## src/rtl/stswi_debounce.sv

```systemverilog
// Synchronizes and debounces slide switches, with per-bit rise/fall strobes and an any-change strobe.
// Latency: 2 sync cycles plus STABLE_TICKS prescaler ticks of a stable level; all outputs registered.
// Backpressure: none; strobes are single-cycle and must be sampled when they fire.
module stswi_debounce #(
    parameter int WIDTH        = 3,
    parameter int TICK_DIV     = 50000,
    parameter int STABLE_TICKS = 10
) (
    input  logic             clk,
    input  logic             rst_n,
    input  logic [WIDTH-1:0] stswi,
    output logic [WIDTH-1:0] sw_db,
    output logic [WIDTH-1:0] sw_rise,
    output logic [WIDTH-1:0] sw_fall,
    output logic             sw_chg
);

    localparam int PW = (TICK_DIV > 1) ? $clog2(TICK_DIV) : 1;
    localparam int CW = $clog2(STABLE_TICKS + 1);
    localparam logic [PW-1:0] PRE_LAST = PW'(TICK_DIV - 1);
    localparam logic [CW-1:0] CNT_LAST = CW'(STABLE_TICKS - 1);

    logic [WIDTH-1:0] sync1;
    logic [WIDTH-1:0] sync2;
    logic [PW-1:0]    pre_q;
    logic [PW-1:0]    pre_nxt;
    logic             tick;

    logic [CW-1:0]    cnt_q   [WIDTH];
    logic [CW-1:0]    cnt_nxt [WIDTH];
    logic [WIDTH-1:0] mismatch;
    logic [WIDTH-1:0] db_nxt;
    logic [WIDTH-1:0] rise_nxt;
    logic [WIDTH-1:0] fall_nxt;

    always_ff @(posedge clk or negedge rst_n) begin
        if (!rst_n) begin
            sync1 <= '0;
            sync2 <= '0;
        end else begin
            sync1 <= stswi;
            sync2 <= sync1;
        end
    end

    // Free-running prescaler shared by all bits; input activity never restarts it.
    always_comb begin
        tick    = (pre_q == PRE_LAST);
        pre_nxt = tick ? '0 : pre_q + PW'(1);
    end

    always_ff @(posedge clk or negedge rst_n) begin
        if (!rst_n) begin
            pre_q <= '0;
        end else begin
            pre_q <= pre_nxt;
        end
    end

    // Any return of sync2 to the accepted level restarts qualification from zero.
    always_comb begin
        mismatch = sync2 ^ sw_db;
        db_nxt   = sw_db;
        rise_nxt = '0;
        fall_nxt = '0;
        for (int i = 0; i < WIDTH; i++) begin
            cnt_nxt[i] = cnt_q[i];
            if (!mismatch[i]) begin
                cnt_nxt[i] = '0;
            end else if (tick) begin
                if (cnt_q[i] == CNT_LAST) begin
                    cnt_nxt[i]  = '0;
                    db_nxt[i]   = sync2[i];
                    rise_nxt[i] = sync2[i];
                    fall_nxt[i] = ~sync2[i];
                end else begin
                    cnt_nxt[i] = cnt_q[i] + CW'(1);
                end
            end
        end
    end

    always_ff @(posedge clk or negedge rst_n) begin
        if (!rst_n) begin
            for (int i = 0; i < WIDTH; i++) begin
                cnt_q[i] <= '0;
            end
            sw_db   <= '0;
            sw_rise <= '0;
            sw_fall <= '0;
            sw_chg  <= 1'b0;
        end else begin
            for (int i = 0; i < WIDTH; i++) begin
                cnt_q[i] <= cnt_nxt[i];
            end
            sw_db   <= db_nxt;
            sw_rise <= rise_nxt;
            sw_fall <= fall_nxt;
            sw_chg  <= |(rise_nxt | fall_nxt);
        end
    end

endmodule

```

## config.mk

```make
export PLATFORM = sky130hd
export DESIGN_NAME = stswi_debounce
export DESIGN_NICKNAME = d
export VERILOG_FILES = /design/src/rtl/stswi_debounce.sv
export SDC_FILE = /design/constraint.sdc
export NUM_CORES = 1
export LEC_CHECK = 0
export ABC_AREA = 1
export BUFFER_PORTS_ARGS = -buffer_cell sky130_fd_sc_hd__buf_2
export CELL_PAD_IN_SITES_DETAIL_PLACEMENT = 0
export CELL_PAD_IN_SITES_GLOBAL_PLACEMENT = 1
export CORE_MARGIN = 4
export CORE_UTILIZATION = 45
export DETAILED_ROUTE_END_ITERATION = 10
export GPL_ROUTABILITY_DRIVEN = 0
export PLACE_DENSITY = 0.85
export SLEW_MARGIN = 40
export SYNTH_ARGS = -nofsm -noshare
export SYNTH_HDL_FRONTEND = slang
export SYNTH_SLANG_ARGS = --single-unit
```

## constraint.sdc

```tcl
create_clock -name clk -period 1.5 [get_ports clk]
set_input_delay 0.3 -clock clk [delete_from_list [all_inputs] [get_ports clk]]
set_output_delay 0.3 -clock clk [all_outputs]
set_load 0.1 [all_outputs]
```

; ---- After elaboration in Yosys (flattened, before gate mapping)
; Cells that the tools add are included.
[classes]
add_sub_neg = 4
eq_ne = 7
n_mux = 28
n_bitwise = 5
n_reduce_logical = 4
[ops]
columns = op, n
row1 = $mux W4, 9
row2 = $mux W1, 18
row3 = $add A16 B1 Y16 const B, 1
row4 = $eq A16 B16 Y1 const B, 1
row5 = $mux W16, 1
row6 = $add A4 B1 Y4 const B, 3
row7 = $eq A4 B4 Y1 const B, 3
row8 = $reduce_and A3 Y1, 3
row9 = $ne A2 B2 Y1 const B, 3
row10 = $not A1 Y1, 3
row11 = $or A3 B3 Y3, 1
row12 = $reduce_or A3 Y1, 1
row13 = $xor A3 B3 Y3, 1
[totals]
regBits = 44
in_bits = 5
output_inout_bits = 10
elab_cells = 60

; ---- Depth between registers and ports, before layout
; Gate-level depths: netlist of run 1.
[logic_depth]
ltp_word = 6
mapped_depth = 8

; ---- Worst setup path before layout of run 1
; OpenSTA, ideal clock, no wires.
[synth_path]
path_type = reg2reg
start = reg sw_db[2]
end = reg sw_db[2]
setup_ns = 0.122
arrival_ns = 1.604
slack_ns = -0.226
path_stages_with_launch = 6
n_path_buf = 0
cell_sequence = dfrtp_1 xnor2_1 inv_1 nand4_1 nand2_1 nand2_1
[synth_between]
elab_chain_cells = 2
[synth_rtl]
columns = element, line_no
row1 = from (decl), 12  ; output logic [WIDTH-1:0] sw_db,
row2 = from (signal assigned), 96  ; sw_db <= db_nxt;
row3 = $xor A3 B3 Y3, 62  ; mismatch = sync2 ^ sw_db;
row4 = $reduce_and A3 Y1 (no line), --
; No other way between the ends.
; A chain may end at the register's enable or synchronous reset.

; ---- Worst setup path after layout of run 1
[layout_path]
start = reg sw_db[2]
end = out sw_db[2]
; No word-level cell between the ends.

==> results.py, run 1 <==
metrics = {
    "sta": {
        "timing.final.ws_setup_ps": 57.1,
        "final.min_clock_period_ps": 1440,
        "timing.clock.skew_ps": 7.99,
        "timing.final.setup_violations": 0,
        "finalMaxSlewViolations": 0,
        "clock.fmax_mhz": 693,
        "timing.final.hold_violations": 0,
        "timing.max_slew.rel_slack": 0.677,
        "period_share": 0.962,
        "worstMarginPinSlew_ps": 487,
        "rsz0062_at_grt": "false",
        "finalSetupTns_ps": 0,
    },
    "detailed_routing": {
        "drt_first_iter_violations": 107,
        "detail_route.first_pass.iterations": 4,
        "drcViolationCount": 0,
        "avgViaCountPerCell": 4.70,
        "detailroute.via_count": 1745,
        "ant_nets": 0,
        "detail_route.wirelength_um": 4480,
        "detail_route.wl_per_cell_um": 12.1,
    },
    "yosys": {
        "synth.cell_area_sq_mm": 0.00219,
        "ys_seq_elements": 44,
        "yosysWarnings": 0,
        "postSynthNetCount": 274,
        "post_synth_inst_count": 262,
        "syn_area_per_cell_sq_um": 8.35,
        "synth_cell_types": 19,
        "yosysSeqAreaShare": 0.503,
    },
    "pwr": {
        "pwr_density_cell_mw_per_mm2": 817,
        "cellInternalPower_mw": 1.71,
        "netSwitchingFraction": 0.222,
        "power.ir.vdd_worst_mv": 0.453,
        "seq_power_share": 0.544,
        "leakagePower_nw": 1.42,
        "switching_pwr_uw": 490,
        "clockPowerShare": 0.431,
        "comb_power_share": 0.025,
    },
    "critical_path": {
        "number_of_buffer_and_inverter_stages_on_the_critical_path": 1,
        "cp_slowest_cell": "buf_2",
        "cp-start-kind": "register",
        "worstPathMaxFanout": 3,
        "reg2reg_from": "pre_q[1]",
        "timing.critical_path.cells": "buf_2",
        "critPathMaxStageDelay_ps": 430,
        "cp_data_required_time_ps": 1200,
        "start_to_end_type_of_the_worst_setup_path": "register to primary output",
        "arrival_worst_endpoint_ps": 1140,
        "cp-end-kind": "primary output",
        "worst_path_dominant_cell_family": "buffers and inverters",
        "regToRegSetupSlack_ps": 100,
        "reg_to_reg_endpoint": "sw_db[0]",
        "worst-r2r-cell-count": 8,
    },
    "layout": {
        "num-nets-final": 315,
        "n_antenna_cell": 0,
        "fraction_of_final_layout_cells_with_drive_strength_greater_than_1": 0.217,
        "syn_to_final_growth_pct": 23.1,
    },
    "hold_path": {
        "timing.hold.worst.class": "input port to register",
        "worstHoldStart": "stswi[1]",
        "worst_hold_path.num_cells": 1,
        "hold_path_end": "sync1[1]",
    },
    "job": {
        "maxCapViolCount": 0,
    },
    "clock_tree": {
        "clk_transition_reported_paths_ps": 90,
        "cts.path.max_buffers": 2,
        "worstSkewPairLatency_ps": 310,
        "clock_sink_count": 44,
        "cts_tree": "done",
        "ctsRootBufferMaster": "clkbuf_8",
        "htree_num_levels": 2,
        "clock_buffer_count_from_cts": 5,
    },
    "die": {
        "fp.dieArea_sq_mm": 0.00604,
        "die_w_um": 77.7,
        "start_util": 0.463,
        "io_pins": 15,
        "die_height_um": 77.7,
        "fp-row-count": 25,
        "core_region_area_sq_mm": 0.00472,
    },
    "place": {
        "port_buffers": 14,
        "place.detailed.hpwl_um": 2900,
        "dp_slack_ps": 3.37,
    },
    "global_routing": {
        "grt_antenna_before_repair": 0,
        "number_of_global_route_vias_before_repair": 1610,
        "globalRouteOverflowTotal": 0,
        "grt_pass1_wl_um": 7290,
        "largest_net_degree_at_the_start_of_global_routing": 45,
        "grt_usage": 0.153,
    },
    "status": {
        "run_status": "completed",
    },
}
[worst max-delay path by stage]
stage | slack [ps] | end | cells past startpoint | start
CTS | 4 | sw_db[1] | 7 | pre_q[1]
global placement | 40 | sw_db[1] | 7 | pre_q[1]
floorplan | 40 | sw_chg | 4 | sw_db[2]
finish | 60 | sw_db[2] | 1 | sw_db[2]
global route | 10 | pre_q[10] | 7 | pre_q[1]
detailed placement | 3 | cnt_q[8] | 7 | pre_q[1]
[power groups by stage]
stage          sequential [mW]  combinational (mW)  clock, mW
3_5_place_dp              1.22              0.0555          0
5_1_grt                   1.20              0.0644       1.03
3_3_place_gp              1.22              0.0549          0
6_report                  1.20              0.0555      0.948
2_1_floorplan             1.22              0.0140          0
4_1_cts                   1.20              0.0580      0.973
[sequential cells by signal (all words and copies together) (netlist names)]
register,flops
pre_q,16
cnt_q,12
sw_db,3
sw_fall,3
sw_rise,3
sync1,3
sync2,3
sw_chg,1
[kinds of logic after synthesis]
logic type	share of synthesized area
AO/OA/AOI/OAI	0.0309
AND/OR/NAND/NOR	0.317
adder cells (fa/ha/maj)	0.0400
buffers and inverters	0.0566
XOR/XNOR	0.0521
flip-flops	0.503
[placed cells by master, fill, tap and decap left out, types with 4 or more instances in the layout]
| cell | count |
|---|---|
| clkbuf_8 | 5 |
| nor2_2 | 5 |
| nor2_4 | 6 |
| ha_1 | 6 |
| nand2_1 | 64 |
| inv_1 | 27 |
| nand3_1 | 25 |
| nor2_1 | 44 |
| a21oi_1 | 7 |
| nand4_1 | 5 |
| buf_2 | 14 |
| xor2_1 | 12 |
| buf_4 | 14 |
| dfrtp_1 | 40 |
| dfrtp_2 | 4 |
[per-stage QoR]
step | power (mW) | hold WS (ps) | instance area, sq um | utilization | std cells
after CTS | 2.23 | 80.3 | 2530 | 0.536 | 358
after global placement | 1.28 | 294 | 2400 | 0.508 | 349
after detailed placement | 1.28 | 299 | 2400 | 0.508 | 349
after global routing | 2.30 | 68.8 | 2690 | 0.570 | 371
final | 2.20 | 91.6 | 2690 | 0.570 | 371
after floorplan | 1.23 | 4.41 | 2190 | - | 262
[routing by layer]
| layer | GRT usage | share of wire | vias to the layer above |
|---|---|---|---|
| met3 | 0.0371 | 0.038 | 9 |
| li1 | - | - | 898 |
| met5 | 0 | 0 | - |
| met2 | 0.229 | 0.48 | 23 |
| met1 | 0.208 | 0.46 | 815 |
| met4 | 0.0712 | 0.022 | 0 |
[final cells by class]
cell class                      instances  area, sq um
Timing Repair Buffer                   33          256
Multi-Input combinational cell        189         1020
Clock inverter                          3         46.3
Fill cell                             425         2030
Tap cell                               67         83.8
Inverter                               30          113
Clock buffer                            5         68.8
Sequential cell                        44         1110
[cell usage after synthesis]
cell,n,area [sq um]
a21oi_1,7,35.0
dfrtp_1,44,1100
nand4_1,5,31.3
nor2_2,3,18.8
xnor2_1,1,8.76
o21bai_1,3,22.5
ha_1,7,87.6
xor2_1,12,105
inv_2,3,11.3
nand2_2,2,12.5
nand2_1,65,244
o21ai_0,2,10.0
nand2_4,1,11.3
nor2_1,46,173
nand3_1,26,130
buf_6,1,11.3
inv_1,27,101
nor3_1,1,5.00
nor2_4,6,67.6
[timing repair]
action                                  4_1_cts  5_1_grt
hold buffers                                  1        0
gates resized for setup                       1        8
endpoints found under the hold margin        44        0
endpoints found under the setup margin       12       29
gates cloned                                  0        2
setup buffers                                 0       11
pin swaps                                     0        4
(Power assumes the default switching activity.)
==> run 2, diff against run 1 <==
--- a/config.mk
+++ b/config.mk
@@ -9,7 +9,7 @@
 export BUFFER_PORTS_ARGS = -buffer_cell sky130_fd_sc_hd__buf_2
 export CELL_PAD_IN_SITES_DETAIL_PLACEMENT = 0
 export CELL_PAD_IN_SITES_GLOBAL_PLACEMENT = 1
-export CORE_MARGIN = 4
+export CORE_MARGIN = 8
 export CORE_UTILIZATION = 45
 export DETAILED_ROUTE_END_ITERATION = 10
 export GPL_ROUTABILITY_DRIVEN = 0
==> constraint.sdc (replaced) <==
create_clock -name clk -period 1.6 [get_ports clk]
set_input_delay 0.32 -clock clk [delete_from_list [all_inputs] [get_ports clk]]
set_output_delay 0.32 -clock clk [all_outputs]
set_load 0.1 [all_outputs]
==> run 2 against run 1 <==
Setup slack gained 57 ps. Combinational power fell by 12%. Non-clock buffer count shrank 14. Die area up 22%. Highest routed layer unchanged.
==> results.py, run 2 (synthesized netlist as in run 1, its figures left out) <==
metrics = {
    "critical_path": {
        "cp-end-kind": "register",
        "number_of_buffer_and_inverter_stages_on_the_critical_path": 0,
        "worst_path_dominant_cell_family": "simple AND/OR/NAND/NOR gates",
        "worstPathMaxFanout": 18,
        "timing.critical_path.cells": "ha_2 -> nand3_1 -> nor2_4 -> nand2_8 -> nor2_4 -> nand2_1 -> nand2_1",
        "arrival_worst_endpoint_ps": 1720,
        "cp_data_required_time_ps": 1840,
        "critPathMaxStageDelay_ps": 400,
        "start_to_end_type_of_the_worst_setup_path": "register to register",
        "cp_slowest_cell": "dfrtp_1",
        "cp-start-kind": "register",
    },
    "global_routing": {
        "number_of_global_route_vias_before_repair": 1503,
        "grt_antenna_before_repair": 0,
        "globalRouteOverflowTotal": 0,
        "grt_usage": 0.117,
        "grt_pass1_wl_um": 6910,
        "largest_net_degree_at_the_start_of_global_routing": 45,
    },
    "sta": {
        "timing.final.hold_violations": 0,
        "timing.hold.ws_ps": 129,
        "timing.final.ws_setup_ps": 115,
        "timing.max_slew.rel_slack": 0.675,
        "finalMaxSlewViolations": 0,
        "period_share": 0.928,
        "timing.clock.skew_ps": 8.45,
        "timing.final.setup_violations": 0,
        "worstMarginPinSlew_ps": 491,
        "finalSetupTns_ps": 0,
        "clock.fmax_mhz": 673,
        "final.min_clock_period_ps": 1490,
    },
    "status": {
        "run_status": "completed",
    },
    "detailed_routing": {
        "avgViaCountPerCell": 4.86,
        "detailroute.via_count": 1662,
        "drcViolationCount": 0,
        "detail_route.first_pass.iterations": 4,
        "detail_route.wl_per_cell_um": 11.7,
        "detail_route.wirelength_um": 4000,
        "ant_nets": 0,
        "drt_first_iter_violations": 98,
    },
    "pwr": {
        "comb_power_share": 0.026,
        "power.ir.vdd_worst_mv": 0.514,
        "pwr_density_cell_mw_per_mm2": 764,
        "clockPowerShare": 0.385,
        "switching_pwr_uw": 423,
        "seq_power_share": 0.589,
        "leakagePower_nw": 1.29,
        "netSwitchingFraction": 0.222,
        "cellInternalPower_mw": 1.48,
    },
    "layout": {
        "multi_input_area_sq_um": 976,
        "finalNonFillerCells": 342,
        "layout_top_registers": "pre_q: 16 flops, cnt_q: 12 flops",
        "seq_area_sq_mm": 0.00110,
        "n_antenna_cell": 0,
        "largest_register_ff_count": 16,
        "num-nets-final": 299,
        "registers.top_by_ff_count": "pre_q",
        "mostFrequentLayoutCells": "nand2_1, nor2_1, dfrtp_1",
        "syn_to_final_growth_pct": 14.0,
        "fraction_of_final_layout_cells_with_drive_strength_greater_than_1": 0.160,
        "postLayoutCoreUtil": 0.531,
        "most_common_cell_after_layout_fill_and_taps_aside": "nand2_1",
        "fillerInstances": 452,
    },
    "hold_path": {
        "timing.hold.worst.class": "input port to register",
    },
    "die": {
        "core_region_area_sq_mm": 0.00469,
        "fp-row-count": 25,
        "io_pins": 15,
        "fp.dieArea_sq_mm": 0.00735,
        "die_height_um": 85.7,
        "start_util": 0.466,
        "die_w_um": 85.7,
    },
    "clock_tree": {
        "clock_buffer_count_from_cts": 5,
        "worstSkewPairLatency_ps": 300,
        "ctsRootBufferMaster": "clkbuf_8",
        "cts.path.max_buffers": 2,
        "cts_tree": "done",
        "clock_sink_count": 44,
        "htree_num_levels": 2,
        "clk_transition_reported_paths_ps": 80,
    },
    "place": {
        "port_buffers": 14,
        "dp_slack_ps": 62.8,
        "place.detailed.hpwl_um": 2890,
        "post-place-cells": 332,
    },
    "job": {
        "maxCapViolCount": 0,
    },
}
run 2: worst paths after layout:
kind / start / to / slack (ps) / cells after the start
worst max-delay path: pre_q[0] / cnt_q[1] / 110 / 7
worst min-delay path: stswi[1] / sync1[1] / 130 / 1
worst max register to register: pre_q[0] / cnt_q[1] / 110 / 7
worst min register to register: sync1[0] / sync2[0] / 350 / 0
max in group asynchronous: rst_n / sw_db[0] / 840 / 3
min in group asynchronous: rst_n / pre_q[11] / 530 / 3
run 2: per-stage QoR:
step           cell area, sq um  power [mW]
3_5_place_dp               2350        1.19
3_3_place_gp               2350        1.19
2_1_floorplan              2190        1.16
4_1_cts                    2460        1.94
5_1_grt                    2490        1.98
6_report                   2490        1.90
run 2: per-layer routing:
layer | GRT usage | up-vias | part of all wire
met5 | 0 | - | 0
met4 | 0.0478 | 0 | 0.012
met3 | 0.0334 | 4 | 0.044
met2 | 0.173 | 25 | 0.44
met1 | 0.156 | 764 | 0.50
li1 | - | 869 | -
run 2: final cells by class:
| class | count | area share |
|---|---|---|
| sequential | 44 | 0.443 |
| multi-input combinational | 187 | 0.391 |
| timing repair buffer | 19 | 0.0542 |
| inverter | 30 | 0.0452 |
| clock buffer | 6 | 0.0331 |
| tap | 54 | 0.0271 |
| clock inverter | 2 | 0.00602 |
run 2: power by group through the flow:
stage	clock, mW	combinational [mW]	sequential, mW
after floorplan	0	0.0131	1.14
after global placement	0	0.0495	1.14
after detailed placement	0	0.0494	1.14
after CTS	0.768	0.0513	1.12
after global routing	0.802	0.0562	1.12
final	0.733	0.0488	1.12
run 2: worst reg2reg max path, cell delays in order, from the launching register on:
cell and delay (ps):
dfrtp_1 400, ha_2 220, nand3_1 160, nor2_4 220, nand2_8 150, nor2_4 150, nand2_1 70, nand2_1 60
run 2: what timing repair did:
item,CTS,global route
setup endpoints to repair,0,21
hold buffers,1,0
endpoints found under the hold margin,36,0
resized for setup,0,3
setup buffers,0,1
==> run 3, diff against run 2 <==
==> constraint.sdc (replaced) <==
create_clock -name clk -period 1.55 [get_ports clk]
set_input_delay 0.31 -clock clk [delete_from_list [all_inputs] [get_ports clk]]
set_output_delay 0.31 -clock clk [all_outputs]
set_load 0.1 [all_outputs]
==> run 3 against run 2 <==
Clock skew rose by 0.58 ps. Global-route usage up 0.85 points. Final area increased by 0.35%. Combinational power is 4.7% higher. Hold slack worse by 9.3 ps. First-iteration DRC count shrank 32%. Setup slack got worse by 25 ps. Via count decreased by 0.24%. Clock power decreased by 7.1%. Core utilization rose by 0.19 points.
==> results.py, run 3 (synthesized netlist as in run 1, its figures left out) <==
metrics = {
    "sta": {
        "timing.final.setup_violations": 0,
        "clock.fmax_mhz": 685,
        "final.min_clock_period_ps": 1460,
        "timing.clock.skew_ps": 9.03,
        "finalMaxSlewViolations": 0,
        "timing.final.ws_setup_ps": 89.2,
        "timing.hold.ws_ps": 120,
        "worstMarginPinSlew_ps": 494,
        "timing.final.hold_violations": 0,
        "period_share": 0.942,
        "timing.max_slew.rel_slack": 0.673,
    },
    "layout": {
        "most_common_cell_after_layout_fill_and_taps_aside": "nand2_1",
        "syn_to_final_growth_pct": 14.4,
        "seq_area_sq_mm": 0.00110,
        "fillerInstances": 459,
        "fraction_of_final_layout_cells_with_drive_strength_greater_than_1": 0.166,
        "postLayoutCoreUtil": 0.533,
        "largest_register_ff_count": 16,
        "num-nets-final": 302,
        "mostFrequentLayoutCells": "nand2_1, nor2_1, dfrtp_1",
        "multi_input_area_sq_um": 978,
        "layout_top_registers": "pre_q: 16 flops, cnt_q: 12 flops",
        "registers.top_by_ff_count": "pre_q",
        "n_antenna_cell": 0,
    },
    "die": {
        "fp-row-count": 25,
        "start_util": 0.466,
        "fp.dieArea_sq_mm": 0.00735,
        "io_pins": 15,
        "die_w_um": 85.7,
        "core_region_area_sq_mm": 0.00469,
        "die_height_um": 85.7,
    },
    "detailed_routing": {
        "ant_nets": 0,
        "avgViaCountPerCell": 4.82,
        "detail_route.wirelength_um": 4160,
        "detailroute.via_count": 1658,
        "detail_route.first_pass.iterations": 4,
        "detail_route.wl_per_cell_um": 12.1,
        "drt_first_iter_violations": 67,
        "drcViolationCount": 0,
    },
    "place": {
        "place.detailed.hpwl_um": 3000,
        "dp_slack_ps": 20.5,
        "port_buffers": 14,
    },
    "critical_path": {
        "reg_to_reg_endpoint": "sw_db[0]",
        "cp_data_required_time_ps": 1780,
        "reg2reg_from": "pre_q[7]",
        "regToRegSetupSlack_ps": 90,
        "cp-start-kind": "register",
        "setup.worst_path.end": "sw_db[0]",
        "arrival_worst_endpoint_ps": 1690,
        "crit_start": "pre_q[7]",
        "start_to_end_type_of_the_worst_setup_path": "register to register",
        "worst-r2r-cell-count": 7,
        "worstPathMaxFanout": 18,
        "cp-end-kind": "register",
    },
    "clock_tree": {
        "clock_sink_count": 44,
        "ctsRootBufferMaster": "clkbuf_8",
        "worstSkewPairLatency_ps": 290,
        "htree_num_levels": 2,
        "cts.path.max_buffers": 2,
        "cts_tree": "done",
        "clock_buffer_count_from_cts": 5,
        "clk_transition_reported_paths_ps": 80,
    },
    "global_routing": {
        "grt_antenna_before_repair": 0,
        "globalRouteOverflowTotal": 0,
        "grt_usage": 0.126,
        "number_of_global_route_vias_before_repair": 1629,
        "grt_pass1_wl_um": 7420,
        "largest_net_degree_at_the_start_of_global_routing": 45,
    },
    "pwr": {
        "power.ir.vdd_worst_mv": 0.528,
        "clockPowerShare": 0.360,
        "switching_pwr_uw": 418,
        "leakagePower_nw": 1.30,
        "pwr_density_cell_mw_per_mm2": 756,
        "cellInternalPower_mw": 1.47,
        "comb_power_share": 0.027,
        "seq_power_share": 0.613,
        "netSwitchingFraction": 0.221,
    },
    "hold_path": {
        "worstHoldStart": "stswi[2]",
        "worst_hold_path.num_cells": 1,
        "timing.hold.worst.class": "input port to register",
    },
    "job": {
        "maxCapViolCount": 0,
    },
    "status": {
        "run_status": "completed",
    },
}
run 3: worst max-delay path, stage by stage (launching register included):
cell and delay [ps]:
dfrtp_1 430, nor2_2 200, nand2_1 120, nor2_4 200
nand2_8 160, inv_2 110, nand3_1 90, nand2_1 80
run 3: layout make-up:
| cell class | count | share of cell area |
|---|---|---|
| clock inverter | 2 | 0.00500 |
| inverter | 30 | 0.0450 |
| timing repair buffer | 22 | 0.0630 |
| sequential | 44 | 0.442 |
| clock buffer | 5 | 0.0275 |
| multi-input combinational | 187 | 0.391 |
| tap | 54 | 0.0270 |
run 3: stage by stage:
step | cell area, sq um | power (mW) | setup TNS, ps | cells
after global placement | 2370 | 1.23 | 0 | 334
after detailed placement | 2370 | 1.23 | 0 | 334
after floorplan | 2190 | 1.19 | 0 | 262
after global routing | 2500 | 1.97 | -14.7 | 344
after CTS | 2460 | 1.93 | 0 | 342
final | 2500 | 1.89 | 0 | 344
run 3: worst min-delay path by stage:
stage / end / slack (ps)
global placement: pre_q[8] / 300
detailed placement: pre_q[8] / 310
global route: sync1[2] / 100
finish: sync1[2] / 120
CTS: sync1[2] / 100
floorplan: cnt_q[0] / 10
run 3: timing repair:
action / CTS / global route
setup buffers: 0 / 2
gates resized for setup: 0 / 3
hold buffers: 1 / 0
endpoints found under the setup margin: 0 / 25
endpoints found under the hold margin: 44 / 0
run 3: power by group through the flow:
stage                     combinational, mW  clock, mW  sequential (mW)
after floorplan                      0.0136          0             1.18
after global placement               0.0509          0             1.18
after detailed placement             0.0511          0             1.18
after CTS                            0.0532      0.722             1.16
after global routing                 0.0588      0.748             1.16
final                                0.0511      0.681             1.16
run 3: metal layers:
metal | global-route usage | vias up | share of wire
li1 | - | 869 | -
met1 | 0.166 | 759 | 0.50
met2 | 0.190 | 24 | 0.44
met3 | 0.0315 | 6 | 0.035
met4 | 0.0525 | 0 | 0.019
met5 | 0 | - | 0
